File: config.mk
export PLATFORM = sky130hd
export DESIGN_NAME = uart_tx_fifo
export DESIGN_NICKNAME = d
export VERILOG_FILES = /design/src/rtl/uart_tx_fifo.sv
export SDC_FILE = /design/constraint.sdc
export NUM_CORES = 1
export LEC_CHECK = 0
export ABC_AREA = 1
export CAP_MARGIN = 20
export CORE_MARGIN = 4
export CORE_UTILIZATION = 40
export CTS_CLUSTER_DIAMETER = 100
export DETAILED_ROUTE_END_ITERATION = 16
export PLACE_DENSITY = 0.55
export RECOVER_POWER = 50
export SLEW_MARGIN = 20
export SYNTH_ARGS = -nofsm -noshare
export SYNTH_HDL_FRONTEND = slang
export SYNTH_SLANG_ARGS = --single-unit
File: constraint.sdc
create_clock -name clk -period 2.5 [get_ports clk]
set_input_delay 0.625 -clock clk [delete_from_list [all_inputs] [get_ports clk]]
set_output_delay 0.625 -clock clk [all_outputs]
set_load 0.05 [all_outputs]
File: src/rtl/uart_tx_fifo.sv
// Transmit half of the monitor UART: byte FIFO feeding an 8N1 serializer,
// with full/overrun/underrun status for the loopback block.
module uart_tx_fifo #(
    parameter int unsigned CLK_DIV = 234,
    parameter int unsigned FIFO_AW = 4
) (
    input  logic       clk,
    input  logic       rst,
    input  logic [7:0] tx_wdata,
    input  logic       tx_wten,
    input  logic       err_clr,
    output logic       tx_fifo_full,
    output logic       tx_fifo_overrun,
    output logic       tx_fifo_underrun,
    output logic       tx_busy,
    output logic       uart_tx
);

    localparam int unsigned DEPTH  = 1 << FIFO_AW;
    localparam int unsigned CNT_W  = FIFO_AW + 1;
    localparam int unsigned BAUD_W = (CLK_DIV > 2) ? $clog2(CLK_DIV) : 1;

    typedef enum logic [1:0] {
        IDLE  = 2'd0,
        START = 2'd1,
        DATA  = 2'd2,
        STOP  = 2'd3
    } state_t;

    logic [7:0]         mem [DEPTH];
    logic [FIFO_AW-1:0] wptr;
    logic [FIFO_AW-1:0] rptr;
    logic [CNT_W-1:0]   count;
    logic [CNT_W-1:0]   count_nxt;
    state_t             state;
    logic [7:0]         shift;
    logic [2:0]         bit_idx;
    logic [BAUD_W-1:0]  baud;
    logic               underrun_evt;
    logic               bit_end;
    logic               push;
    logic               pop;

    // Write acceptance uses the registered full flag, so a write on a pop cycle
    // while full is still dropped.
    always_comb begin
        bit_end   = (baud == BAUD_W'(CLK_DIV - 1));
        push      = tx_wten & ~tx_fifo_full;
        pop       = (count != '0) && ((state == IDLE) || ((state == STOP) && bit_end));
        count_nxt = count + CNT_W'(push) - CNT_W'(pop);
    end

    always_ff @(posedge clk) begin
        if (push && !rst) begin
            mem[wptr] <= tx_wdata;
        end
    end

    always_ff @(posedge clk) begin
        if (rst) begin
            wptr             <= '0;
            rptr             <= '0;
            count            <= '0;
            tx_fifo_full     <= 1'b0;
            tx_fifo_overrun  <= 1'b0;
            tx_fifo_underrun <= 1'b0;
            underrun_evt     <= 1'b0;
            state            <= IDLE;
            shift            <= '0;
            bit_idx          <= '0;
            baud             <= '0;
            tx_busy          <= 1'b0;
            uart_tx          <= 1'b1;
        end else begin
            if (push) begin
                wptr <= wptr + FIFO_AW'(1);
            end
            if (pop) begin
                rptr <= rptr + FIFO_AW'(1);
            end
            count        <= count_nxt;
            tx_fifo_full <= (count_nxt == CNT_W'(DEPTH));

            // Sticky flags: a set event in the same cycle as err_clr wins.
            if (tx_wten && tx_fifo_full) begin
                tx_fifo_overrun <= 1'b1;
            end else if (err_clr) begin
                tx_fifo_overrun <= 1'b0;
            end
            if (underrun_evt) begin
                tx_fifo_underrun <= 1'b1;
            end else if (err_clr) begin
                tx_fifo_underrun <= 1'b0;
            end
            underrun_evt <= 1'b0;

            case (state)
                IDLE: begin
                    uart_tx <= 1'b1;
                    tx_busy <= 1'b0;
                    if (pop) begin
                        shift   <= mem[rptr];
                        bit_idx <= '0;
                        baud    <= '0;
                        state   <= START;
                        uart_tx <= 1'b0;
                        tx_busy <= 1'b1;
                    end
                end
                START: begin
                    if (bit_end) begin
                        baud    <= '0;
                        bit_idx <= '0;
                        state   <= DATA;
                        uart_tx <= shift[0];
                    end else begin
                        baud <= baud + BAUD_W'(1);
                    end
                end
                DATA: begin
                    if (bit_end) begin
                        baud  <= '0;
                        shift <= 8'(shift >> 1);
                        if (bit_idx == 3'd7) begin
                            state   <= STOP;
                            uart_tx <= 1'b1;
                        end else begin
                            bit_idx <= bit_idx + 3'd1;
                            uart_tx <= shift[1];
                        end
                    end else begin
                        baud <= baud + BAUD_W'(1);
                    end
                end
                STOP: begin
                    if (bit_end) begin
                        baud <= '0;
                        // Chain straight into the next start bit when data is waiting.
                        if (pop) begin
                            shift   <= mem[rptr];
                            bit_idx <= '0;
                            state   <= START;
                            uart_tx <= 1'b0;
                        end else begin
                            state        <= IDLE;
                            tx_busy      <= 1'b0;
                            underrun_evt <= 1'b1;
                        end
                    end else begin
                        baud <= baud + BAUD_W'(1);
                    end
                end
                default: begin
                    state   <= IDLE;
                    uart_tx <= 1'b1;
                    tx_busy <= 1'b0;
                end
            endcase
        end
    end

endmodule

======== After elaboration in Yosys (flattened, before gate mapping) ========
Memories as Yosys holds them, arrays and structs flattened. A register that Yosys moved wholly into a read port is not among the register bits.
Cells that the tools add are included.
operators by class
  add/subtract/negate cells ............... 6
  eq/ne operators ......................... 14
  muxes and demuxes ....................... 38
  bitwise operators ....................... 4
  reductions and logical operators ........ 19
operators by type and width
  kind                                                           number
  8-bit two-way mux                                              5
  8-bit case mux with 3 select lines                             1
  2-bit != test, second input constant                           8
  8-bit case mux with 2 select lines                             1
  1-bit two-way mux                                              15
  3-bit two-way mux                                              5
  3-bit case mux with 4 select lines                             1
  2-bit two-way mux                                              5
  4-bit by 1-bit adder with 4-bit output, second input constant  2
  8-bit by 1-bit adder with 8-bit output, second input constant  1
  8-bit == test, second input constant                           1
  4-bit two-way mux                                              2
  2-bit case mux with 4 select lines                             1
  4-bit AND reduction                                            2
  3-bit AND reduction                                            2
  2-bit nonzero test                                             3
  3-bit OR reduction                                             2
  5-bit by 1-bit adder with 5-bit output                         1
  5-bit == test, second input constant                           1
  5-bit AND reduction                                            1
  5-bit nonzero test                                             1
  5-bit by 1-bit subtractor with 5-bit output                    1
  2-bit == test, second input constant                           2
  1-bit logical AND                                              4
  other kinds (11)                                               13
word-level totals
  bits of input ports ..................... 12
  output and inout port bits .............. 5
  memories ................................ 1
  memory bits (writable) .................. 128
  logic and storage cells ................. 95
  register bits after elaboration ......... 40
memory list
  name  depth  bits a word  read ports  clocked after Yosys merged registers in  wr ports  RTL line  RTL
  mem   16     8            1           1                                        1         30        logic [7:0] mem [DEPTH];

======== Logic depth before layout (Yosys ltp) ========
Gate-level depths: netlist of run 1.
  word-level depth ........................ 7
  mapped depth ............................ 18
  gate-level depth less buffers ........... 18

======== Least setup slack after synthesis of run 1 ========
Ideal clock, no wire load.
  path type ............................... reg-to-reg
  from .................................... reg state[0]
  to ...................................... reg tx_fifo_full
  data required time ...................... 2,436 ps
  cell stages (with the launch flop) ...... 17
  buffers on the path ..................... 0
  path slack .............................. -91 ps
  setup time .............................. 64 ps
  data arrival time ....................... 2,527 ps
  clock period less this slack ............ 2,591 ps
  cells stage by stage .................... dfxtp_1 inv_1 ha_1 nor2_1 a21oi_4 nand2_8 inv_1 ha_1 inv_1 ha_1 fa_1 nand2_1 a21oi_1 nor2_1 xor2_1 nand2_1 nor2_1
between the ends
  longest elaborated chain between the ends .. 6
  elaborated cells between the ends (all ways) .. 7
  classes of those cells .................. add/sub (1); eq/ne (2); reduce/logical (4)
ends and longest elaborated chain
  item                                           RTL line  RTL
  from (decl)                                    35        state_t state;
  from (signal assigned)                         68        state <= IDLE;
  from (signal assigned)                         105       state <= START;
  from (signal assigned)                         114       state <= DATA;
  2-bit == test                                  49        pop = (count != '0) && ((state == IDLE) || ((state == STOP) && bit_end));
  1-bit logical AND                              49
  1-bit logical OR *                             49
  1-bit logical AND *                            49
  net pop                                        42        logic pop;
  5-bit by 1-bit subtractor with 5-bit output *  50        count_nxt = count + CNT_W'(push) - CNT_W'(pop);
  5-bit == test *                                82        tx_fifo_full <= (count_nxt == CNT_W'(DEPTH));
  to (signal assigned)                           82
  to (decl)                                      12        output logic tx_fifo_full,
The timed path passes the listed nets; every way through them passes the cells marked *.
A chain may end at the register's enable or synchronous reset.

======== Worst setup path after layout of run 1 ========
  from .................................... reg count[2]
  to ...................................... reg tx_fifo_full
between the ends
  longest elaborated chain between the ends .. 4
  elaborated cells between the ends (all ways) .. 5
  classes of those cells .................. add/sub (2); eq/ne (1); reduce/logical (2)
ends and longest elaborated chain
  item                                         RTL line  RTL
  from (decl)                                  33        logic [CNT_W-1:0] count;
  from (signal assigned)                       81        count <= count_nxt;
  5-bit nonzero test                           49
  1-bit logical AND                            49
  net pop                                      42
  5-bit by 1-bit subtractor with 5-bit output  50
  5-bit == test                                82
The timed path passes the listed nets, and every way through them passes these cells.

==> implementation parameters, run 1 <==
Parameter                              Value

Critical path
  CP arrival ... between 2000 and 3000 ps
  Startpoint type of the worst setup path ... register
  Family with the most delay on the worst path ... adder cells
  Critical register-to-register path startpoint ... count[2]$_SDFF_PP0_
  Buffering stage count on the worst path with inverters included ... 4
  Worst reg2reg path endpoint ... tx_fifo_full$_SDFF_PP0_
  Worst path depth ... 17
  Worst Setup End Kind ... register
  Critical Path, Cell by Cell ... inv_2 > ha_4 > inv_2 > nor2_4 > a21oi_4 > nand2_8 > inv_4 > ha_4 > inv_2 > ha_4 > fa_2 > nand2_2 > a21oi_2 > nor2_2 > xor2_1 > nand2_1 > nor2_1
  Worst reg-to-reg path cell count ... 17
  Slowest Stage Delay on Critical Path ... ~350 ps
  Worst EP required ... between 2000 and 3000 ps
  Flop-to-flop setup slack ... 90 ps
  CP Max Fanout ... 2
  Master of the slowest instance on the critical path ... fa_2
  Kind of critical path ... reg -> reg

Clock network
  CTS clock-pin slew for the worst setup and hold paths ... roughly 60 ps
  Hold-fix buffer count after cts ... 0
  CTS Buf Count ... 17
  Buffer levels on the longest clock path ... 2
  CTS HTree Levels ... 4
  Clock sink total ... between 150 and 200
  Worst skew pair latency ... around 430 ps
  CTS tree ... done
  Clock root buffer ... clkbuf_16

Placement
  Area after detailed placement ... 8300 um^2
  Placed Cells incl. Taps ... between 1k and 1.5k
  RePlAce Congestion ... between 0.8 and 0.9
  Number of I/O port buffers ... 16
  HPWL after detailed placement ... 11.0 mm

Min path
  Worst Hold End ... tx_fifo_overrun$_SDFFE_PP0P_
  Depth of the worst hold-timing path ... 2
  Hold Crit Class ... reg -> reg
  Source of the worst hold timing path ... tx_fifo_overrun$_SDFFE_PP0P_

Drt
  DRT iter0 DRCs ... ~400
  Count of unresolved DRC violations after routing ... 0
  Via/cell ratio ... between 4 and 5
  Pre-Repair DR Iteration Count ... 5
  Post-DRT Antenna Nets ... 0
  Wire length per cell after detailed routing ... roughly 16 um
  Via count of the routed design ... approximately 5.4k
  Final Routed Wirelength ... 17.0 mm

Finish
  Leading cell type in the layout, fill and taps excluded ... nand2_1
  # diodes ... 0
  Fraction of layout instances using a drive strength above 1 ... a little over an eighth
  Non-filler cells in the finished layout ... 1093
  Total area of multi-input combinational cells ... around 2500 um^2
  Non-Filler Cell Area, Final ... 9020 um^2
  Sequential cell area ... approximately 4700 um^2
  Nets@finish ... roughly 900
  Commonest non-fill, non-tap cells in the layout ... nand2_1, edfxtp_1, nand3_1
  Relative area change from synthesis to final layout ... 17.4%
  Fillcell total ... 1739

Synthesis
  Number of synthesis warnings ... 0
  Adder and majority cell fraction of the synthesized area ... 3.68%
  Post-Synthesis Cells ... around 800
  Combinational family with the most area after synthesis ... simple AND/OR/NAND/NOR gates
  Commonest register cell after synthesis ... edfxtp_1
  Complex-gate fraction of the synthesized area ... under 10%
  Syn avg cell area ... 9.63 um^2
  Share of synthesized flip-flops with an asynchronous set or reset ... 0%
  Synth Net Count ... 832
  Main area contributors after synthesis ... edfxtp_1, dfxtp_1, nand2_1
  Xor/xnor share of the synthesized area ... less than 1%
  Area fraction in and, or, nand and nor cells after synthesis ... around 22%
  Cell area after synthesis ... around 7700 um^2
  Mux share of post-synthesis cell area ... 0%
  Biggest area consumer among synthesized cells ... edfxtp_1
  FF+latch count, synth ... 172
  Synth cell types ... 37
  Portion of synthesized cell area occupied by the leading cell type ... ~50%
  Sequential area share after synthesis ... around 60%
  Number of enable flip-flop cells after synthesis ... approximately 130

Timing
  Slew @ Worst Pin ... between 1000 and 1500 ps
  Final-report hold violation count ... 0
  Remaining max-slew budget at the tightest pin ... between 10% and 20%
  Post-route clock skew ... 11.3 ps
  Setup repair after global routing missed its margin ... yes
  Fmax achieved ... about 410 MHz
  Final Slew Violations ... 0
  Final critical path time including I/O delays and setup ... 2410 ps
  Post-route fraction of the period consumed by the critical path ... a little over nine tenths
  Final setup fails ... 0

Job
  Number of max-cap violations ... 0

GRT
  Wire length of the first global-routing pass ... between 20 and 30 mm
  Initial antenna violation count ... 0
  Largest net degree at the start of global routing ... slightly below 70
  Overall Global Routing Usage ... approximately 17%
  Number of global-route vias before repair ... around 5.3k
  Overflow after GRT ... 0

Pwr
  Maximum resistive drop on vdd ... roughly 0.00065 V
  Pwr dens ... between 1000 and 1500 nW/um^2
  Leakage dissipation ... between 3 and 4 nW
  Sum of internal, switching and leakage power ... 0.00909 W

Die
  Rows ... 50
  Overall die area ... 21500 um^2
  Placeable core area ... between 15000 and 20000 um^2
  Effective utilization at floorplan ... between 40 and 50%
  Width of the chip ... about 150 um
  I/O Pins ... 17
  Die extent in y ... 147 um

Status
  Outcome ... complete, no violations
-- synthesized netlist by cell type (2+ instances only) --
library cell	n
nand2_1	210
edfxtp_1	128
inv_1	99
nand3_1	93
nor2_1	75
dfxtp_1	44
o21ai_0	27
a21oi_1	25
ha_1	21
buf_2	18
clkbuf_1	8
a21oi_2	4
nor3_1	4
o211ai_1	4
xor2_1	4
nand2_2	3
nand2_4	3
nand4_1	3
buf_1	2
buf_4	2
inv_2	2
nand2_8	2
nor2_2	2
o22ai_1	2
-- repair_timing --
item,4_1_cts,5_1_grt
pin swaps,9,10
setup endpoints to repair,3,2
cloned,0,0
resized for setup,18,17
buffers inserted,3,3
-- metal layers --
metal  global-route usage (%)  routed length, um
met4                     6.44                286
met5                        0                  0
met3                     3.29                648
met1                     22.2               7710
met2                     26.5               8400
-- worst max-delay path by stage --
| stage | startpoint | endpoint |
|---|---|---|
| 2_1_floorplan | state[1]$_SDFFE_PP0P_ | tx_fifo_full$_SDFF_PP0_ |
| 6_report | count[2]$_SDFF_PP0_ | tx_fifo_full$_SDFF_PP0_ |
| 4_1_cts | baud[1]$_SDFFE_PP0N_ | tx_fifo_full$_SDFF_PP0_ |
| 5_1_grt | baud[1]$_SDFFE_PP0N_ | tx_fifo_full$_SDFF_PP0_ |
| 3_5_place_dp | tx_wten | tx_fifo_full$_SDFF_PP0_ |
| 3_3_place_gp | tx_wten | tx_fifo_full$_SDFF_PP0_ |
-- where the power goes --
group | total [W] | switching (W) | internal [W]
combinational | 0.00301 | 0.00193 | 0.00108
sequential | 0.00342 | 0.000135 | 0.00329
clock | 0.00266 | 0.00109 | 0.00157
-- logic make-up after synthesis --
family | Yosys count
and+or+nand+nor | 398
DFF | 172
buffers and inverters | 133
AOI/OAI and AO/OA | 69
adders and majority gates | 22
xor gates and xnor gates | 4
-- sequential cells by signal, indices dropped and copies added (netlist names), named ones only --
name	cells
state	2
rptr	4
count	5
tx_fifo_full	1
uart_tx	1
tx_fifo_overrun	1
underrun_evt	1
baud	8
bit_idx	3
mem	128
tx_busy	1
shift	8
wptr	4
tx_fifo_underrun	1
-- worst register-to-register path, cell delays in order, from the launching register on --
cell,delay (ps)
dfxtp_2,330
inv_2,80
ha_4,140
inv_2,40
nor2_4,110
a21oi_4,90
nand2_8,80
inv_4,40
ha_4,250
inv_2,40
ha_4,160
fa_2,350
nand2_2,80
a21oi_2,70
nor2_2,110
xor2_1,160
nand2_1,90
nor2_1,130
-- through the flow --
stage | util [%] | TNS (ps) | setup slack (ps) | hold WS [ps]
floorplan | - | 0 | 4.13 | 413
global placement | 44.2 | -836 | -338 | 438
detailed placement | 44.2 | -1400 | -550 | 445
CTS | 47.8 | 0 | 4.02 | 464
global route | 48.1 | -70.3 | -70.3 | 481
finish | 48.1 | 0 | 88.3 | 460
-- cell type report --
cell class / instances / area share (%)
sequential: 172 / 52.5
multi-input combinational: 493 / 28.0
tap: 234 / 3.25
inverter: 102 / 4.27
clock buffer: 18 / 4.76
clock inverter: 14 / 1.84
timing repair buffer: 60 / 5.45
Note: power is estimated with default switching activity, not from simulation.
==> inputs of run 2 (changes only) <==
--- a/config.mk
+++ b/config.mk
@@ -7,7 +7,6 @@
 export LEC_CHECK = 0
 export ABC_AREA = 1
 export CAP_MARGIN = 20
-export CORE_MARGIN = 4
 export CORE_UTILIZATION = 40
 export CTS_CLUSTER_DIAMETER = 100
 export DETAILED_ROUTE_END_ITERATION = 16
==> run 2 against run 1 <==
Against the previous run:
- clock skew barely moved
- critical path type unchanged
- fmax rose by 1.2%
- sequential share of layout area rose by 0.15 points
- non-clock buffer count rose by 7
- worst hold slack got worse by 3.7 ps
- highest routed layer unchanged
- count of clock-buffer cells in the layout did not move
- clock power fell by 5%
- die area fell by 8.0%
- combinational power fell by 3%
- wire length fell by 1.0%
- cell count rose by 0.64%
==> implementation parameters, run 2 (same netlist as run 1, synthesis figures left out) <==
Parameter                              Value

GRT
  Wire length of the first global-routing pass ... between 20 and 30 mm
  Number of global-route vias before repair ... 5210
  Largest net degree at the start of global routing ... 45
  Initial antenna violation count ... 0
  Overflow after GRT ... 0
  Overall Global Routing Usage ... a little under a fifth

Timing
  Fmax achieved ... 419 MHz
  Slew @ Worst Pin ... roughly 1200 ps
  Final Slew Violations ... 0
  Final setup fails ... 0
  Worst hold-check slack ... 456 ps
  Post-route clock skew ... around 11 ps
  Setup TNS ... 0 ps
  Final critical path time including I/O delays and setup ... between 2000 and 2500 ps
  Remaining max-slew budget at the tightest pin ... 19.3%
  Post-route fraction of the period consumed by the critical path ... roughly 95%
  Final-report hold violation count ... 0

Pwr
  Sum of internal, switching and leakage power ... ~0.0088 W
  Maximum resistive drop on vdd ... approximately 0.00056 V
  Pwr dens ... a little under 1000 nW/um^2
  Leakage dissipation ... approximately 3.7 nW

Finish
  Biggest registers after layout ... mem: 128 flops, baud: 8 flops, shift: 8 flops
  Fraction of layout instances using a drive strength above 1 ... 14.0%
  Register with the most flip-flops ... mem
  Leading cell type in the layout, fill and taps excluded ... nand2_1
  Non-Filler Cell Area, Final ... ~9000 um^2
  # diodes ... 0
  Nets@finish ... 887
  Relative area change from synthesis to final layout ... 17.1%
  Number of flip-flops under the largest register name ... 128
  Commonest non-fill, non-tap cells in the layout ... nand2_1, edfxtp_1, inv_1, nand3_1, nor2_1
  Non-filler cells in the finished layout ... 1100

Placement
  Placed Cells incl. Taps ... between 1k and 1.5k
  HPWL after detailed placement ... ~11 mm
  Area after detailed placement ... 8320 um^2
  Number of I/O port buffers ... 16
  RePlAce Congestion ... around 0.81

Clock network
  CTS clock-pin slew for the worst setup and hold paths ... ~70 ps
  CTS Buf Count ... 17
  CTS tree ... done
  Clock root buffer ... clkbuf_16
  CTS HTree Levels ... 4
  Worst skew pair latency ... around 430 ps
  Buffer levels on the longest clock path ... 2
  Clock sink total ... approximately 170

Drt
  Via/cell ratio ... slightly below 5
  Final Routed Wirelength ... about 17 mm
  Pre-Repair DR Iteration Count ... 4
  Count of unresolved DRC violations after routing ... 0
  Post-DRT Antenna Nets ... 0
  Via count of the routed design ... 5418
  Wire length per cell after detailed routing ... ~15 um
  DRT iter0 DRCs ... 316

Critical path
  Critical register-to-register path startpoint ... baud[1]$_SDFFE_PP0N_
  Flop-to-flop setup slack ... ~120 ps
  CP Max Fanout ... 4
  Worst reg-to-reg path cell count ... 17
  Worst reg2reg path endpoint ... tx_fifo_full$_SDFF_PP0_
  Kind of critical path ... reg -> reg
  Startpoint type of the worst setup path ... register
  Worst Setup End Kind ... register
  Worst EP required ... around 2900 ps
  CP arrival ... 2740 ps

Die
  Overall die area ... 19800 um^2
  I/O Pins ... 17
  Rows ... 50
  Width of the chip ... ~140 um
  Effective utilization at floorplan ... about two fifths
  Placeable core area ... between 15000 and 20000 um^2
  Die extent in y ... 141 um

Min path
  Hold Crit Class ... reg -> reg
  Depth of the worst hold-timing path ... 2
  Worst Hold End ... tx_fifo_underrun$_SDFFE_PP0P_
  Source of the worst hold timing path ... underrun_evt$_SDFF_PP0_

Status
  Outcome ... complete, no violations

Job
  Number of max-cap violations ... 0
==> run 2: cell types whose count changed in the layout (fill, tap and decap cells not counted), moves of 4 or more <==
cell,previous run,this run
inv_2,11,7
buf_4,35,45
clkinvlp_4,2,6
inv_1,89,93
==> run 2: layer usage <==
layer,track usage (%),up-vias,share of wire [%]
met4,6.52,0,1.6
met1,23.6,2601,47
li1,-,2719,-
met5,0,-,0
met3,3.13,17,2.7
met2,30.3,81,49
==> run 2: area by class of cell <==
cell class | instances | area [um^2]
clock buffer | 18 | 429
clock inverter | 14 | 140
fill | 1778 | 9770
inverter | 102 | 388
multi-input combinational | 493 | 2490
sequential | 172 | 4730
tap | 234 | 293
timing repair buffer | 67 | 520
==> run 2: timing repair <==
item,in CTS,in global routing
gates cloned,0,0
hold endpoints to repair,0,0
gates resized for setup,4,23
setup endpoints to repair,2,2
setup buffers,1,5
hold buffers,0,0
pin swaps,2,11
==> run 2: per-stage QoR <==
stage | util, % | setup WS [ps]
after floorplan | - | 4.13
after global placement | 44.4 | -340
after detailed placement | 44.4 | -433
after CTS | 47.5 | 23.4
after global routing | 47.9 | -31.2
final | 47.9 | 116
==> run 2: worst max-delay path by stage <==
| stage | start | to | depth (start not counted) |
|---|---|---|---|
| 2_1_floorplan | state[1]$_SDFFE_PP0P_ | tx_fifo_full$_SDFF_PP0_ | 16 |
| 3_3_place_gp | tx_wten | tx_fifo_full$_SDFF_PP0_ | 14 |
| 3_5_place_dp | tx_wten | tx_fifo_full$_SDFF_PP0_ | 14 |
| 4_1_cts | baud[1]$_SDFFE_PP0N_ | tx_fifo_full$_SDFF_PP0_ | 18 |
| 5_1_grt | baud[1]$_SDFFE_PP0N_ | tx_fifo_full$_SDFF_PP0_ | 18 |
| 6_report | baud[1]$_SDFFE_PP0N_ | tx_fifo_full$_SDFF_PP0_ | 17 |
==> run 2: critical path, stage by stage (launching register included) <==
cell and delay [ps]:
dfxtp_2 330, inv_2 40, ha_2 150, nand2_1 70, nor2_2 60, nand2_4 100
nand2_8 70, nand2_8 80, inv_6 30, ha_4 240, inv_2 40, ha_4 150
fa_2 370, buf_4 140, xor2_1 130, inv_1 80, nand4_1 100, nor2_1 120
==> run 2: power by group <==
| part | switching (W) | internal [W] |
|---|---|---|
| clock | 0.00113 | 0.00139 |
| sequential | 0.000130 | 0.00329 |
| combinational | 0.00186 | 0.00105 |
